File: src/rtl/mult_seq_if.sv
// mult_seq_if -- request/result bundle for the sequential multiplier.
//   start      : begin a multiplication (sampled on rising clk)
//   a, b       : N-bit unsigned operands, captured when start is accepted
//   y          : 2N-bit product register
//   busy       : high while a multiplication is in progress
//   done       : one-cycle pulse when y holds a new product
// master drives the request side; slave is the multiplier.
interface mult_seq_if #(
    parameter int N = 8
);
    logic             start;
    logic [N-1:0]     a;
    logic [N-1:0]     b;
    logic [2*N-1:0]   y;
    logic             busy;
    logic             done;

    modport master (
        output start, a, b,
        input  y, busy, done
    );

    modport slave (
        input  start, a, b,
        output y, busy, done
    );
endinterface

File: src/rtl/mult_seq.sv
// mult_seq -- shift-and-add unsigned multiplier, fixed N-cycle latency.
//   clk    : single clock, all state on rising edge
//   rst_n  : asynchronous active-low reset
//   bus    : mult_seq_if slave (start, a, b in; y, busy, done out)
// Flow: IDLE accepts start and captures operands; BUSY runs exactly N
// add/shift steps; DONE holds done high for one cycle, then back to IDLE.
module mult_seq #(
    parameter int N = 8
) (
    input  logic       clk,
    input  logic       rst_n,
    mult_seq_if.slave  bus
);
    localparam int CW = $clog2(N + 1);

    localparam logic [1:0] IDLE = 2'd0;
    localparam logic [1:0] BUSY = 2'd1;
    localparam logic [1:0] DONE = 2'd2;

    logic [1:0]       state;
    logic [2*N-1:0]   mcand;
    logic [2*N-1:0]   acc;
    logic [2*N-1:0]   acc_next;
    logic [N-1:0]     mplier;
    logic [CW-1:0]    cnt;
    logic [2*N-1:0]   y_r;

    // One partial-product step; also the value committed to y on the last step,
    // so y never exposes a partial sum.
    always_comb begin
        acc_next = acc;
        if (mplier[0]) begin
            acc_next = acc + mcand;
        end
    end

    always_ff @(posedge clk or negedge rst_n) begin
        if (!rst_n) begin
            state  <= IDLE;
            mcand  <= '0;
            acc    <= '0;
            mplier <= '0;
            cnt    <= '0;
            y_r    <= '0;
        end else begin
            case (state)
                IDLE: begin
                    if (bus.start) begin
                        mcand  <= {{N{1'b0}}, bus.a};
                        mplier <= bus.b;
                        acc    <= '0;
                        cnt    <= CW'(N);
                        state  <= BUSY;
                    end
                end
                BUSY: begin
                    acc    <= acc_next;
                    mcand  <= mcand << 1;
                    mplier <= mplier >> 1;
                    cnt    <= cnt - CW'(1);
                    // Counter reaches 0 on this edge: final step.
                    if (cnt == CW'(1)) begin
                        y_r   <= acc_next;
                        state <= DONE;
                    end
                end
                DONE: begin
                    state <= IDLE;
                end
                default: begin
                    state <= IDLE;
                end
            endcase
        end
    end

    assign bus.y    = y_r;
    assign bus.busy = (state == BUSY) || (state == DONE);
    assign bus.done = (state == DONE);
endmodule

File: src/flat_wrapper.sv
// flat-port wrapper written by rule: the top's interface ports become plain ports
module mult_seq_flat 
#(
    parameter int N = 8
)
  (clk, rst_n, bus_start, bus_a, bus_b, bus_y, bus_busy, bus_done);
  mult_seq_if #(.N(N)) bus_i ();
  input  logic clk;
  input  logic rst_n;
  input wire logic [$bits(bus_i.start)-1:0] bus_start;
  input wire logic [$bits(bus_i.a)-1:0] bus_a;
  input wire logic [$bits(bus_i.b)-1:0] bus_b;
  output wire logic [$bits(bus_i.y)-1:0] bus_y;
  output wire logic [$bits(bus_i.busy)-1:0] bus_busy;
  output wire logic [$bits(bus_i.done)-1:0] bus_done;
  assign bus_i.start = bus_start;
  assign bus_i.a = bus_a;
  assign bus_i.b = bus_b;
  assign bus_y = bus_i.y;
  assign bus_busy = bus_i.busy;
  assign bus_done = bus_i.done;
  mult_seq #(.N(N)) u_core (.clk(clk), .rst_n(rst_n), .bus(bus_i));
endmodule
File: config.mk
export PLATFORM = sky130hd
export DESIGN_NAME = mult_seq_flat
export DESIGN_NICKNAME = d
export VERILOG_FILES = /design/src/rtl/mult_seq_if.sv /design/src/rtl/mult_seq.sv /design/src/flat_wrapper.sv
export SDC_FILE = /design/constraint.sdc
export NUM_CORES = 1
export LEC_CHECK = 0
export ABC_AREA = 1
export CAP_MARGIN = 10
export CORE_ASPECT_RATIO = 0.9
export CORE_MARGIN = 4
export CORE_UTILIZATION = 30
export CTS_CLUSTER_DIAMETER = 30
export DETAILED_ROUTE_END_ITERATION = 7
export PLACE_DENSITY_LB_ADDON = 0.2
export REMOVE_ABC_BUFFERS = 1
export SETUP_SLACK_MARGIN = 0.02
export SLEW_MARGIN = 15
export SYNTH_ARGS = -nofsm -noshare
export SYNTH_HDL_FRONTEND = slang
export SYNTH_SLANG_ARGS = --single-unit
File: constraint.sdc
create_clock -name clk -period 2.25 [get_ports clk]
set_input_delay 0.225 -clock clk [delete_from_list [all_inputs] [get_ports clk]]
set_output_delay 0.225 -clock clk [all_outputs]
set_load 0.02 [all_outputs]
After elaboration in Yosys (flattened, before gate mapping):

Index checks and enable logic that the tools add are counted.

* add/sub/neg operators: 2
* equality and inequality tests: 5
* multiplexer cells: 12
* reduce and logical (&&, ||, !) cells: 6

Operator list (count)
* 16-bit case mux with 2 select lines: 2
* 16-bit 2-to-1 mux: 3
* 16-bit adder: 1
* 8-bit case mux with 2 select lines: 1
* 8-bit 2-to-1 mux: 1
* 4-bit case mux with 2 select lines: 1
* 2-bit AND reduction: 3
* 4-bit by 1-bit equality test with 1-bit output, second input constant: 1
* 2-bit 2-to-1 mux: 2
* 4-bit 2-to-1 mux: 1
* 2-bit case mux with 2 select lines: 1
* 4-bit by 1-bit subtractor with 4-bit output, second input constant: 1
* 2-bit by 1-bit equality test with 1-bit output, second input constant: 1
* 2-bit equality test, second input constant: 1
* 2-bit logical NOT: 1
* 2-bit by 1-bit != test with 1-bit output, second input constant: 1
* 2-bit != test, second input constant: 1
* 2-bit nonzero test: 1
* 1-bit logical OR: 1

* bits in registers: 62
* input port bits: 19
* output and inout bits: 18

Depth between registers and ports, before layout:

* word-level depth: 3
* gate-level depth with buffers: 12
* gate-level depth less buffers: 12

Worst setup path after synthesis:

Ideal clock, no wire load.

* kind: register to register
* start: reg u_core.acc[0]
* end: reg u_core.acc[8]
* setup time: 0.117 ns
* data arrival time: 1.611 ns
* path slack: 0.521 ns
* stages on the path, launching flop included: 12
* buffers on the path: 0
* clock period less this slack: 1.729 ns
* path through: dfrtp_1 > ha_1 > fa_1 > nand2_1 > nand2_1 > and2_4 > nand2_2 > nand2_2 > xnor2_1 > nand2_1 > nand3_1 > nand2_1

* word-level cells in the longest chain between the ends: 3

Ends and longest elaborated chain
* start: declaration: RTL line mult_seq.sv:22 `logic [2*N-1:0] acc;`
* start signal: assignment: RTL line mult_seq.sv:57 `acc <= acc_next;`
* 16-bit adder: RTL line mult_seq.sv:33 `acc_next = acc + mcand;`
* 16-bit 2-to-1 mux: RTL line mult_seq.sv:32 `if (mplier[0]) begin`
* 16-bit case mux with 2 select lines: RTL line mult_seq.sv:46 `case (state)`

No other way between the ends.
A chain may end at the register's enable or synchronous reset.

Worst setup path in the final report:

* start: reg u_core.acc[0]
* end: reg u_core.y_r[10] (netlist: u_core.bus.y[10])

* word-level cells in the longest chain between the ends: 2

Ends and longest elaborated chain
* 16-bit adder: RTL line mult_seq.sv:33
* 16-bit 2-to-1 mux: RTL line mult_seq.sv:32
* end signal: assignment: RTL line mult_seq.sv:63 `y_r <= acc_next;`
* end: declaration: RTL line mult_seq.sv:26 `logic [2*N-1:0] y_r;`

No other way between the ends.

==> flow_metrics.env <==
export IMPL_status="finished clean"
export IMPL_clkTransAtPathRegs_ns=0.05
export IMPL_fin_skew_ns=0.00330
export IMPL_busiest_layer="met2"
export IMPL_cts_sinks=62
export IMPL_cts_hold_buffers=1
export IMPL_grt_pass1_vias=2996
export IMPL_synth_yosys_seq_area_share_pct=42.0
export IMPL_io_pins=37
export IMPL_grt_overflow_total=0
export IMPL_vias=3096
export IMPL_async_flop_share_pct=100
export IMPL_synthFlopType="dfrtp_1"
export IMPL_yosys_warnings=0
export IMPL_peakVddDrop_v=0.000955
export IMPL_antenna_found_initial=0
export IMPL_drt_iter0_drc=111
export IMPL_p_leak_uw=0.00229
export IMPL_gr_usage_met1_pct=17.7
export IMPL_synth_cell_types=37
export IMPL_syn_inst=485
export IMPL_max_stage_delay_ns=0.38
export IMPL_cts_setup_buffers=0
export IMPL_nFillCells=1288
export IMPL_ys_seq_elements=62
export IMPL_power_share_sequential_pct=28.3
export IMPL_grt_setup_unrepaired="false"
export IMPL_ant_nets=0
export IMPL_drc_errors=0
export IMPL_hpwl_mm=6.42
export IMPL_maxCapViolCount=0
export IMPL_initial_utilization_pct=30.6
export IMPL_ff2ff_path_depth=12
export IMPL_syn_avg_cell_area_sq_um=7.62
export IMPL_crit_path_start="u_core.acc[0]$_DFFE_PN0P_"
export IMPL_cts_htree_levels=3
export IMPL_power_switching_uw=3000
export IMPL_path_common_cell="nand2_1"
export IMPL_cts_tree="yes"
export IMPL_synth_area_sq_um=3690
export IMPL_holdWs_ns=0.400
export IMPL_crit_arrival_ns=2.14
export IMPL_critical_path_class="reg2reg"
export IMPL_die_h_um=113
export IMPL_final_hold_viol_count=0
export IMPL_finalSetupViolCount=0
export IMPL_drv_slew=0
export IMPL_fin_crit_ns=1.92
export IMPL_period_share_pct=85.4
export IMPL_hold_path_class="in2async"
export IMPL_drive_gt1_share_pct=10.6
export IMPL_diodes=0
export IMPL_finalNetCount=565
export IMPL_rows=38
export IMPL_seq_area_sq_um=1550
export IMPL_cts_path_max_buffers=2
export IMPL_power_density_nw_per_um2=1520
export IMPL_track_usage_pct=13.0
export IMPL_area_delta_synth_final_pct=22.5
export IMPL_sw_frac_of_total_pct=43.7
export IMPL_place_gp_congestion=0.867
export IMPL_worstSkewPairLatency_ns=0.33
export IMPL_core_area_sq_um=12100
export IMPL_grt_pass1_wl_mm=14.9
export IMPL_internal_power_uw=3860
export IMPL_met2_usage_pct=20.1
export IMPL_avgRoutedWirePerCell_um=12.7
export IMPL_fmax_ghz=0.520
export IMPL_path_max_fanout=3
export IMPL_io_buffer_count=36
export IMPL_placed_area_sq_um=4230
export IMPL_crit_path_end_kind="flip-flop"
export IMPL_rr_startpoint="u_core.acc[0]$_DFFE_PN0P_"
export IMPL_fin_util_pct=37.5
export IMPL_via_per_inst=4.49
export IMPL_crit_slowest_cell="fa_1"
export IMPL_first_pass_iters=4
export IMPL_cp_required_ns=2.47
export IMPL_cts_repair_resized=0
export IMPL_cp_start_kind="flip-flop"
export IMPL_worst_pin_slew_ns=0.765
export IMPL_drt_wl_total_mm=8.75
export IMPL_dieWidth_um=125
export IMPL_maxSlewHeadroom_pct=48.9
export IMPL_grt_util_met3_pct=3.73
export IMPL_multi_input_area_sq_um=1780
export IMPL_die_area_sq_um=14200
export IMPL_crit_path_cell_trace="ha_1, fa_1, nand2_1, nand2_1, nand3b_1, nand2_1, nand2_1, nand2_1, nand2_1, nand3_1, nand3_1, nand2_1"
export IMPL_clkPwrFrac_pct=19.7
export IMPL_comb_power_share_pct=52.0
export IMPL_finalInstanceArea_sq_um=4530
export IMPL_reg2reg_slack_ns=0.33
export IMPL_cts_root_buf="clkbuf_16"
export IMPL_timing_rr_end="u_core.bus.y[10]$_DFFE_PN0P_"
export IMPL_cts_made_buffers=9
export IMPL_grt_max_degree=35
export IMPL_synth_edff_count=0
==> synth_stat cells, types with 5 or more instances <==
| master | number | area, sq um |
|---|---|---|
| buf_2 | 7 | 35.0 |
| o21ai_0 | 23 | 115 |
| or2_2 | 8 | 50.1 |
| nand3_1 | 36 | 180 |
| nand2_1 | 158 | 593 |
| ha_1 | 20 | 250 |
| inv_1 | 65 | 244 |
| nand3_2 | 5 | 50.1 |
| nor2_1 | 20 | 75.1 |
| o22ai_1 | 10 | 62.6 |
| dfrtp_1 | 62 | 1550 |
| a21oi_1 | 8 | 40.0 |
| o211ai_1 | 7 | 52.6 |
| o21ai_1 | 9 | 45.0 |
| a31oi_1 | 7 | 43.8 |
==> power by group through the flow <==
stage               Clock, uW  Sequential (uW)  Combinational (uW)
floorplan                   0             2020                2360
global placement            0             1950                3550
detailed placement          0             1960                3580
CTS                      1400             1950                3610
global route             1440             2000                4060
finish                   1350             1940                3570
==> critical path, delay by kind of cell, from the launching register on <==
kind	cells	cell delay (ns)
AND/OR/NAND/NOR	10	0.84
adder cells (fa/ha/maj)	2	0.60
flip-flops	1	0.37
==> worst max-delay path by stage <==
stage,end,slack (ns),cells past startpoint
finish,u_core.bus.y[10]$_DFFE_PN0P_,0.33,12
global route,u_core.bus.y[10]$_DFFE_PN0P_,0.12,12
CTS,u_core.bus.y[10]$_DFFE_PN0P_,0.32,12
detailed placement,u_core.bus.y[10]$_DFFE_PN0P_,0.32,12
global placement,u_core.bus.y[10]$_DFFE_PN0P_,0.36,12
floorplan,u_core.mplier[7]$_DFFE_PN0P_,-0.009,8
==> cells in the final DEF, fill, tap and decap left out, types with 5 or more instances in the layout <==
master and instances:
a21oi_1 8, o21ai_1 9, a31oi_1 7, nand3_2 5, clkdlybuf4s50_1 35, inv_1 65, or2_2 8, ha_1 20
o21ai_0 23, dfrtp_1 62, nor2_1 20, o211ai_1 7, nand2_1 158, buf_4 7, clkbuf_16 9, nand3_1 36
o22ai_1 10
==> through the flow <==
| stage | TNS, ns | power, uW | std cells | setup slack [ns] |
|---|---|---|---|---|
| CTS | 0 | 6950 | 689 | 0.323 |
| detailed placement | 0 | 5540 | 673 | 0.317 |
| finish | 0 | 6860 | 689 | 0.329 |
| floorplan | -0.00938 | 4380 | 469 | -0.00938 |
| global route | 0 | 7510 | 689 | 0.116 |
| global placement | 0 | 5500 | 673 | 0.362 |
==> sequential cells by signal, indices dropped and copies added (netlist names) <==
register,flops
u_core.acc,16
u_core.mcand,16
u_core.cnt,4
u_core.bus.y,16
u_core.state,2
u_core.mplier,8
==> kinds of logic (layout without fill, tap and decap cells) <==
logic type	after synthesis	count (layout)	share of synthesized area, %
and+or+nand+nor	245	245	29.6
AOI/OAI and AO/OA	67	67	10.4
buffers and inverters	86	130	9.75
adders and majority gates	21	21	7.31
DFF	62	62	42.0
xor gates and xnor gates	4	4	0.948
==> layout make-up <==
class / instances / share of cell area, %
inverter: 70 / 5.86
timing repair buffer: 45 / 9.67
sequential: 62 / 34.3
clock inverter: 5 / 1.11
multi-input combinational: 337 / 39.4
tap: 160 / 4.42
clock buffer: 10 / 5.28
==> routing by layer <==
layer  vias to the layer above  wire [um]
met5                         -          0
met4                         0         60
met3                         5        416
met2                        53       3830
met1                      1406       4440
li1                       1632          -
(Power assumes the default switching activity.)
